`config.mk`:
```
export PLATFORM = sky130hd
export DESIGN_NAME = regfile_port_arbiter
export DESIGN_NICKNAME = d
export VERILOG_FILES = /design/src/rtl/regfile_port_arbiter.sv
export SDC_FILE = /design/constraint.sdc
export NUM_CORES = 1
export LEC_CHECK = 0
export ABC_AREA = 1
export BUFFER_PORTS_ARGS = -buffer_cell sky130_fd_sc_hd__buf_2
export CORE_AREA = 2 2 109 69
export CTS_CLUSTER_DIAMETER = 150
export DETAILED_ROUTE_END_ITERATION = 8
export DIE_AREA = 0 0 111 71
export PLACE_DENSITY_LB_ADDON = 0.1
export REMOVE_ABC_BUFFERS = 1
export SYNTH_ARGS = -nofsm -noshare
export SYNTH_HDL_FRONTEND = slang
export SYNTH_SLANG_ARGS = --single-unit
```
`constraint.sdc`:
```
create_clock -name clock -period 1.95 [get_ports clock]
set_clock_uncertainty 0.15 [all_clocks]
set_input_delay 0.39 -clock clock [delete_from_list [all_inputs] [get_ports clock]]
set_output_delay 0.39 -clock clock [all_outputs]
set_load 0.05 [all_outputs]
```
`src/rtl/regfile_port_arbiter.sv`:
```
// regfile_port_arbiter: shares one 256x8 register-file RAM between priority port A and port B.
// Define REGFILE_WORD_EN to enable 16-bit big-endian register-pair accesses.
module regfile_port_arbiter #(
    parameter int STARVE_LIMIT = 4
) (
    input  logic        clock,
    input  logic        reset_n,
    input  logic        a_req,
    input  logic        a_we,
    input  logic        a_word,
    input  logic [7:0]  a_addr,
    input  logic [15:0] a_wdata,
    output logic        a_ack,
    output logic [15:0] a_rdata,
    input  logic        b_req,
    input  logic        b_we,
    input  logic        b_word,
    input  logic [7:0]  b_addr,
    input  logic [15:0] b_wdata,
    output logic        b_ack,
    output logic [15:0] b_rdata,
    output logic        busy,
    output logic        ram_write_en,
    output logic [7:0]  ram_address,
    output logic [7:0]  ram_data_in,
    input  logic [7:0]  ram_data_out
);
`ifdef REGFILE_WORD_EN
    localparam logic WORD_EN = 1'b1;
`else
    localparam logic WORD_EN = 1'b0;
`endif
    localparam logic [3:0] LIMIT = 4'(STARVE_LIMIT);

    typedef enum logic [1:0] {IDLE, CYC0, CYC1, FIN} state_t;

    state_t      state_q, state_d;
    logic [3:0]  starve_q, starve_d;
    logic        port_q, port_d, we_q, we_d, word_q, word_d;
    logic [7:0]  addr_q, addr_d, hi_q, hi_d;
    logic [15:0] wdata_q, wdata_d;
    logic        a_ack_q, a_ack_d, b_ack_q, b_ack_d;
    logic [15:0] a_rdata_q, a_rdata_d, b_rdata_q, b_rdata_d;
    logic        ram_we_q, ram_we_d;
    logic [7:0]  ram_addr_q, ram_addr_d, ram_din_q, ram_din_d;
    logic        grant_b, rd_fin;
    logic [15:0] rd_val;

    always_comb begin
        grant_b    = b_req & (~a_req | starve_q == LIMIT);
        rd_fin     = state_q == FIN & ~we_q;
        rd_val     = {word_q ? hi_q : 8'h00, ram_data_out};
        state_d    = state_q;
        starve_d   = b_req ? starve_q : 4'd0;
        port_d     = port_q;
        we_d       = we_q;
        word_d     = word_q;
        addr_d     = addr_q;
        wdata_d    = wdata_q;
        hi_d       = hi_q;
        a_rdata_d  = a_rdata_q;
        b_rdata_d  = b_rdata_q;
        ram_we_d   = 1'b0;
        ram_addr_d = ram_addr_q;
        ram_din_d  = ram_din_q;
        case (state_q)
            IDLE: if (a_req | b_req) begin
                state_d    = CYC0;
                port_d     = grant_b;
                we_d       = grant_b ? b_we : a_we;
                word_d     = (grant_b ? b_word : a_word) & WORD_EN;
                addr_d     = grant_b ? b_addr : a_addr;
                wdata_d    = grant_b ? b_wdata : a_wdata;
                starve_d   = (grant_b | ~b_req) ? 4'd0 : starve_q + 4'(starve_q != LIMIT);
                ram_we_d   = we_d;
                ram_addr_d = addr_d;
                ram_din_d  = word_d ? wdata_d[15:8] : wdata_d[7:0];
            end
            CYC0: begin
                state_d    = word_q ? CYC1 : FIN;
                ram_we_d   = word_q & we_q;
                ram_addr_d = word_q ? addr_q + 8'd1 : ram_addr_q;
                ram_din_d  = word_q ? wdata_q[7:0] : ram_din_q;
            end
            CYC1: begin
                state_d = FIN;
                hi_d    = ram_data_out;
            end
            default: begin
                state_d   = IDLE;
                a_rdata_d = (rd_fin & ~port_q) ? rd_val : a_rdata_q;
                b_rdata_d = (rd_fin & port_q) ? rd_val : b_rdata_q;
            end
        endcase
        a_ack_d = state_d == FIN & ~port_q;
        b_ack_d = state_d == FIN & port_q;
    end

    always_ff @(posedge clock or negedge reset_n) begin
        if (!reset_n) begin
            state_q    <= IDLE;
            starve_q   <= 4'd0;
            port_q     <= 1'b0;
            we_q       <= 1'b0;
            word_q     <= 1'b0;
            addr_q     <= 8'h00;
            wdata_q    <= 16'h0000;
            hi_q       <= 8'h00;
            a_ack_q    <= 1'b0;
            b_ack_q    <= 1'b0;
            a_rdata_q  <= 16'h0000;
            b_rdata_q  <= 16'h0000;
            ram_we_q   <= 1'b0;
            ram_addr_q <= 8'h00;
            ram_din_q  <= 8'h00;
        end else begin
            state_q    <= state_d;
            starve_q   <= starve_d;
            port_q     <= port_d;
            we_q       <= we_d;
            word_q     <= word_d;
            addr_q     <= addr_d;
            wdata_q    <= wdata_d;
            hi_q       <= hi_d;
            a_ack_q    <= a_ack_d;
            b_ack_q    <= b_ack_d;
            a_rdata_q  <= a_rdata_d;
            b_rdata_q  <= b_rdata_d;
            ram_we_q   <= ram_we_d;
            ram_addr_q <= ram_addr_d;
            ram_din_q  <= ram_din_d;
        end
    end

    // The registered RAM presents the final byte during FIN, so read data bypasses the holding register then.
    assign a_rdata      = (rd_fin & ~port_q) ? rd_val : a_rdata_q;
    assign b_rdata      = (rd_fin & port_q) ? rd_val : b_rdata_q;
    assign a_ack        = a_ack_q;
    assign b_ack        = b_ack_q;
    assign busy         = state_q != IDLE;
    assign ram_write_en = ram_we_q;
    assign ram_address  = ram_addr_q;
    assign ram_data_in  = ram_din_q;
endmodule
```
==> impl_metrics.json, run 1 <==
{
  "status": "finished with violations",
  "violations": "negative setup slack",
  "start_util_pct": 43.1,
  "first_global_vias": 2573,
  "required_ns": 1.41,
  "fin_util_pct": 61.3,
  "gp_congestion": 0.797,
  "sw_frac_of_total_pct": 46.5,
  "clockPowerShare_pct": 20.7,
  "synth_fa_ha_area_share_pct": 2.93,
  "critPathSlowestCell": "dfrtp_1",
  "clk_latency_ns": 0.32,
  "numCtsBuffers": 9,
  "synth_top_family_by_area": "simple AND/OR/NAND/NOR gates",
  "root_buffer": "clkbuf_16",
  "n_antenna_cell": 0,
  "hold_slack_ns": 0.206,
  "synth_mux_area_share_pct": 0,
  "row_count": 24,
  "drive_gt1_share_pct": 31.4,
  "cp_top_family": "buffers and inverters",
  "die_y_um": 71,
  "yosys.area_share.simple_pct": 27.8,
  "startpoint_type": "flop",
  "finalCriticalPeriod_ns": 2.16,
  "netlist_area_um2": 2990,
  "synth-compound-area-share_pct": 4.90,
  "rrSetupSlack_ns": 0.27,
  "tightest_slew_ns": 0.461,
  "io_pins": 116,
  "p_switching_uw": 3280,
  "setup_viol_count_final": 32,
  "grt_max_degree": 41,
  "critPathKind": "reg2out",
  "cp_max_fo": 14,
  "ys_top_cells_by_area": "dfrtp_1 49%, nand2_1 17%, inv_1 11%",
  "dpl-instance-area_um2": 3640,
  "synthXorXnorAreaFrac_pct": 0.586,
  "internal_power_uw": 3780,
  "syn_avg_cell_area_um2": 7.64,
  "rr_worst_depth": 5,
  "wl_um": 7040,
  "worstHoldEndpoint": "ram_address[2]",
  "fmax_mhz": 463,
  "design.core.area_um2": 6940,
  "p_leak_uw": 0.00258,
  "area_growth_pct": 42.2,
  "synth_edf_count": 0,
  "cts_tree": "yes",
  "report.final.slew_viol_count": 0,
  "yosysSeqAreaShare_pct": 49.4,
  "groute.usage.overall_pct": 19.1,
  "drv_cap": 0,
  "place_hpwl_um": 4780,
  "postSynthCellCount": 391,
  "post-route-period-util_pct": 111,
  "yosys_warnings": 0,
  "cts_sinks": 59,
  "p_per_area_nw_per_um2": 1660,
  "worstPathArrival_ns": 1.62,
  "via_per_inst": 4.53,
  "dieArea_um2": 7880,
  "grt_overflow": 0,
  "clock_path_buffers": 2,
  "hp-start": "a_addr[2]",
  "stdcell_count": 597,
  "combPwrFrac_pct": 53.5,
  "synthFlopType": "dfrtp_1",
  "vdd_drop_max_uv": 902,
  "layout_setup_ws_ns": -0.209,
  "post-route-cell-area_um2": 4250,
  "path_buf_inv": 3,
  "antenna_found_initial": 0,
  "hold_viol_final": 0,
  "wl_per_cell_um": 11.8,
  "crit_chain": "ha_1 -> inv_2 -> nor2_4 -> nand2_4 -> buf_12 -> o21ai_2 -> buf_6",
  "grt_pass1_wl_um": 11900,
  "min_path_cells": 5,
  "nFillCells": 641,
  "yosys.area.top_type": "dfrtp_1",
  "drcViolationCount": 0,
  "drt_iter0_markers": 170,
  "ant_nets": 0,
  "async_reset_ff_share_pct": 100,
  "die-width_um": 111,
  "r2r_start": "state_q[0]",
  "max_slew_margin_pct": 69.3,
  "vias": 2707,
  "path_clk_slew_ns": 0.05,
  "hold_path.class": "in2reg",
  "portBuffers": 97,
  "htree_levels": 3,
  "ys_ff_latch": 59,
  "synth_top_area_share_pct": 49.4,
  "r2r_end": "a_rdata_q[15]",
  "final_nets": 573,
  "slowest_delay_ns": 0.35,
  "worstSetupEndpointType": "output pin",
  "crit_cells": 7,
  "fin_setup_tns_ns": -5.17,
  "firstDrtPassIters": 4,
  "rsz0062_at_grt": "true",
  "place_inst": 580,
  "power_frac_seq_pct": 25.9,
  "ys_types": 23
}
==> how the worst max path moves through the flow <==
stage,from,endpoint,slack (ns)
after detailed placement,state_q[0],a_rdata[3],-0.04
after global routing,state_q[1],a_rdata[1],-0.29
after global placement,state_q[0],a_rdata[3],-0.03
final,state_q[1],a_rdata[4],-0.21
after CTS,state_q[1],a_rdata[6],-0.23
after floorplan,state_q[0],b_rdata[0],-0.80
==> cell usage after synthesis, types with 2 or more instances <==
library cell  count
nand2_1         136
inv_1            85
dfrtp_1          59
nand3_1          40
o21ai_0          19
nor2_1           12
ha_1              7
o21ai_1           6
buf_6             5
buf_2             4
clkbuf_1          3
buf_4             2
nand2_4           2
xor2_1            2
==> kinds of logic after synthesis <==
logic type / count (synthesis)
and+or+nand+nor: 195
buffers and inverters: 101
DFF: 59
AOI/OAI and AO/OA: 27
adders and majority gates: 7
xor gates and xnor gates: 2
==> power by group through the flow <==
stage                     clock network, µW  logic [µW]  registers [µW]
final                                  1460        3770            1820
after global routing                   1560        4040            1860
after CTS                              1490        3720            1820
after detailed placement                  0        3290            1810
after global placement                    0        3240            1830
after floorplan                           0        1680            2460
==> sequential cells by signal (all words and copies together), names as in the netlist <==
name and count:
a_ack 1, a_rdata_q 16, b_ack 1, b_rdata_q 16
port_q 1, ram_address 8, ram_data_in 8, ram_write_en 1
starve_q 4, state_q 2, we_q 1
==> what timing repair did <==
item                                    CTS  global route
endpoints found under the setup margin   33            33
hold endpoints to repair                 19             0
pin swaps                                 1             1
hold buffers                              1             0
gates resized for setup                 100             9
buffers inserted                          0             1
==> layout make-up <==
type | count | area [µm²] | area share (%)
clock buffer | 13 | 270 | 6.36
clock inverter | 2 | 10.0 | 0.236
inverter | 87 | 327 | 7.69
multi-input combinational | 231 | 1180 | 27.9
sequential | 59 | 1480 | 34.7
tap | 91 | 114 | 2.68
timing repair buffer | 114 | 867 | 20.4
==> worst register-to-register path, cell delays in order, from the launching register on <==
cell and delay, ns:
dfrtp_1 0.34, buf_4 0.13, ha_1 0.21, clkinv_1 0.34, nor2_4 0.33, nor2_1 0.07
==> layer usage <==
| metal | wire length [µm] | track usage (%) | up-vias | share of wire [%] |
|---|---|---|---|---|
| met1 | 3590 | 26.9 | 1254 | 51 |
| met2 | 2990 | 27.8 | 59 | 43 |
| met4 | 78 | 6.67 | 0 | 1.1 |
| met3 | 379 | 6.51 | 7 | 5.4 |
| met5 | 0 | 0 | - | 0 |
| li1 | - | - | 1387 | - |
==> cells in the final DEF (no fill, tap or decap) <==
cell / count
nand2_1: 133
inv_1: 81
buf_2: 64
dfrtp_1: 59
nand3_1: 40
buf_6: 31
o21ai_2: 13
buf_4: 13
nor2_1: 12
clkbuf_16: 9
o21ai_0: 6
ha_1: 6
inv_2: 5
o21ai_1: 4
nand2_2: 3
nand2_4: 3
o21ai_4: 3
clkbuf_8: 3
buf_12: 3
nor2_4: 2
xor2_1: 2
clkinv_2: 2
buf_8: 2
nand3_2: 1
a21oi_1: 1
clkinv_1: 1
nor2_8: 1
ha_4: 1
clkbuf_1: 1
dlygate4sd3_1: 1
==> through the flow <==
step	setup WS [ns]	power (µW)
after global routing	-0.287	7470
after floorplan	-0.803	4140
after global placement	-0.0319	5070
final	-0.209	7050
after detailed placement	-0.0431	5100
after CTS	-0.233	7020
(Power assumes the default switching activity.)
==> run 2, diff against run 1 <==
==> constraint.sdc (replaced) <==
create_clock -name clock -period 2.61 [get_ports clock]
set_clock_uncertainty 0.15 [all_clocks]
set_input_delay 0.522 -clock clock [delete_from_list [all_inputs] [get_ports clock]]
set_output_delay 0.522 -clock clock [all_outputs]
set_load 0.02 [all_outputs]
==> run 2 against run 1 <==
Net effect: the flow now finishes without violations; highest routed layer unchanged; hold slack got worse by 0.14 ns; design area fell by 8.8%; global-route usage rose by 0.72 points; critical path depth fell by 1; count of clock-buffer cells in the layout fell by 3.
==> impl_metrics.json, run 2 (synthesis gave the netlist of run 1 again) <==
{
  "endpoint": "a_rdata[3]",
  "n_antenna_cell": 0,
  "vias": 2624,
  "grt_overflow": 0,
  "seq_area_um2": 1480,
  "cts_sinks": 59,
  "place_hpwl_um": 4920,
  "top_regs": "a_rdata_q x16, b_rdata_q x16",
  "vdd_drop_max_uv": 603,
  "fin_setup_tns_ns": 0,
  "r2r_start": "state_q[0]",
  "hold_buffers": 0,
  "max_slew_margin_pct": 59.0,
  "groute.usage.overall_pct": 19.8,
  "hold_slack_ns": 0.0636,
  "htree_levels": 3,
  "layout_setup_ws_ns": 0.187,
  "dieArea_um2": 7880,
  "place_ws_ns": 0.277,
  "status": "completed",
  "finalCriticalPeriod_ns": 2.42,
  "design.core.area_um2": 6940,
  "portBuffers": 97,
  "r2r_end": "ram_data_in[0]",
  "p_per_area_nw_per_um2": 1110,
  "fmax_mhz": 413,
  "post-route-period-util_pct": 92.8,
  "tightest_slew_ns": 0.614,
  "cts_setup_buffers": 0,
  "root_buffer": "clkbuf_16",
  "wl_per_cell_um": 11.9,
  "numCtsBuffers": 9,
  "worstPathArrival_ns": 1.75,
  "final_nets": 561,
  "via_per_inst": 4.48,
  "grt_pass1_wl_um": 12400,
  "path_clk_slew_ns": 0.05,
  "rrSetupSlack_ns": 0.83,
  "die_y_um": 71,
  "gp_congestion": 0.811,
  "drv_cap": 0,
  "multi_input_area_um2": 1090,
  "clk_latency_ns": 0.32,
  "rsz0062_at_grt": "true",
  "hold_path.class": "in2async",
  "io_pins": 116,
  "nFillCells": 696,
  "cp_max_fo": 25,
  "layout_common_cells": "136 x nand2_1, 97 x buf_2, 85 x inv_1",
  "die-width_um": 111,
  "ant_nets": 0,
  "setup_viol_count_final": 0,
  "drt_iter0_markers": 128,
  "grt_max_degree": 36,
  "p_leak_uw": 0.00247,
  "drive_gt1_share_pct": 25.7,
  "hold_viol_final": 0,
  "antenna_found_initial": 0,
  "row_count": 24,
  "start_util_pct": 43.1,
  "critPathKind": "reg2out",
  "startpoint_type": "flop",
  "drcViolationCount": 0,
  "required_ns": 1.94,
  "worstSetupEndpointType": "output pin",
  "rr_worst_depth": 7,
  "first_global_vias": 2653,
  "final_common_cell": "nand2_1",
  "wl_um": 6990,
  "clock_path_buffers": 2,
  "firstDrtPassIters": 4,
  "cts_tree": "yes",
  "fin_util_pct": 55.8,
  "startpoint": "state_q[0]",
  "report.final.slew_viol_count": 0,
  "area_growth_pct": 29.6,
  "post_cts_resized": 2
}
[run 2: cell count changes in the layout (fill, tap and decap cells not counted), moves of 4 or more]
| cell | previous run | this run |
|---|---|---|
| buf_2 | 64 | 97 |
| buf_6 | 31 | 0 |
| o21ai_2 | 13 | 0 |
| o21ai_0 | 6 | 16 |
| buf_4 | 13 | 4 |
| o21ai_1 | 4 | 9 |
| inv_1 | 81 | 85 |
| inv_2 | 5 | 1 |
[run 2: worst min path at each step]
stage	endpoint	startpoint	depth (start not counted)	slack [ns]
after floorplan	a_ack	reset_n	0	0.08
after global placement	b_rdata_q[14]	b_rdata_q[14]	2	0.30
after detailed placement	b_rdata_q[8]	b_rdata_q[8]	2	0.30
after CTS	ram_data_in[1]	reset_n	1	0.08
after global routing	ram_data_in[2]	reset_n	1	0.10
final	ram_data_in[2]	reset_n	1	0.06
[run 2: layout make-up]
type	count	share of cell area [%]
sequential	59	38.1
clock inverter	6	2.29
tap	91	2.94
inverter	87	8.43
timing repair buffer	102	13.8
clock buffer	10	6.17
multi-input combinational	231	28.2
[run 2: critical path, stage by stage (launching register included)]
cell and delay, ns:
dfrtp_1 0.42, ha_1 0.17, inv_1 0.06, nor2_4 0.12, nand2_4 0.18, o21ai_0 0.27, buf_2 0.21
[run 2: routing by layer]
metal | GRT usage (%) | vias up | part of all wire (%)
met5 | 0 | - | 0
met4 | 5.83 | 0 | 0.73
met3 | 5.66 | 4 | 5.2
met2 | 30.4 | 51 | 44
met1 | 27.8 | 1212 | 50
li1 | - | 1357 | -
[run 2: where the power goes]
group | total, µW | leakage (µW) | switching, µW | internal [µW]
Sequential | 1370 | 0.000759 | 165 | 1200
Clock | 1270 | 0.000155 | 410 | 860
Combinational | 1650 | 0.00155 | 1110 | 535
Total | 4290 | 0.00247 | 1690 | 2600
[run 2: per-stage QoR]
stage,instance area (µm²),std cells,power [µW]
CTS,3870,586,4330
detailed placement,3540,570,3030
global placement,3540,570,2990
floorplan,2890,377,2440
global route,3870,586,4620
finish,3870,586,4290
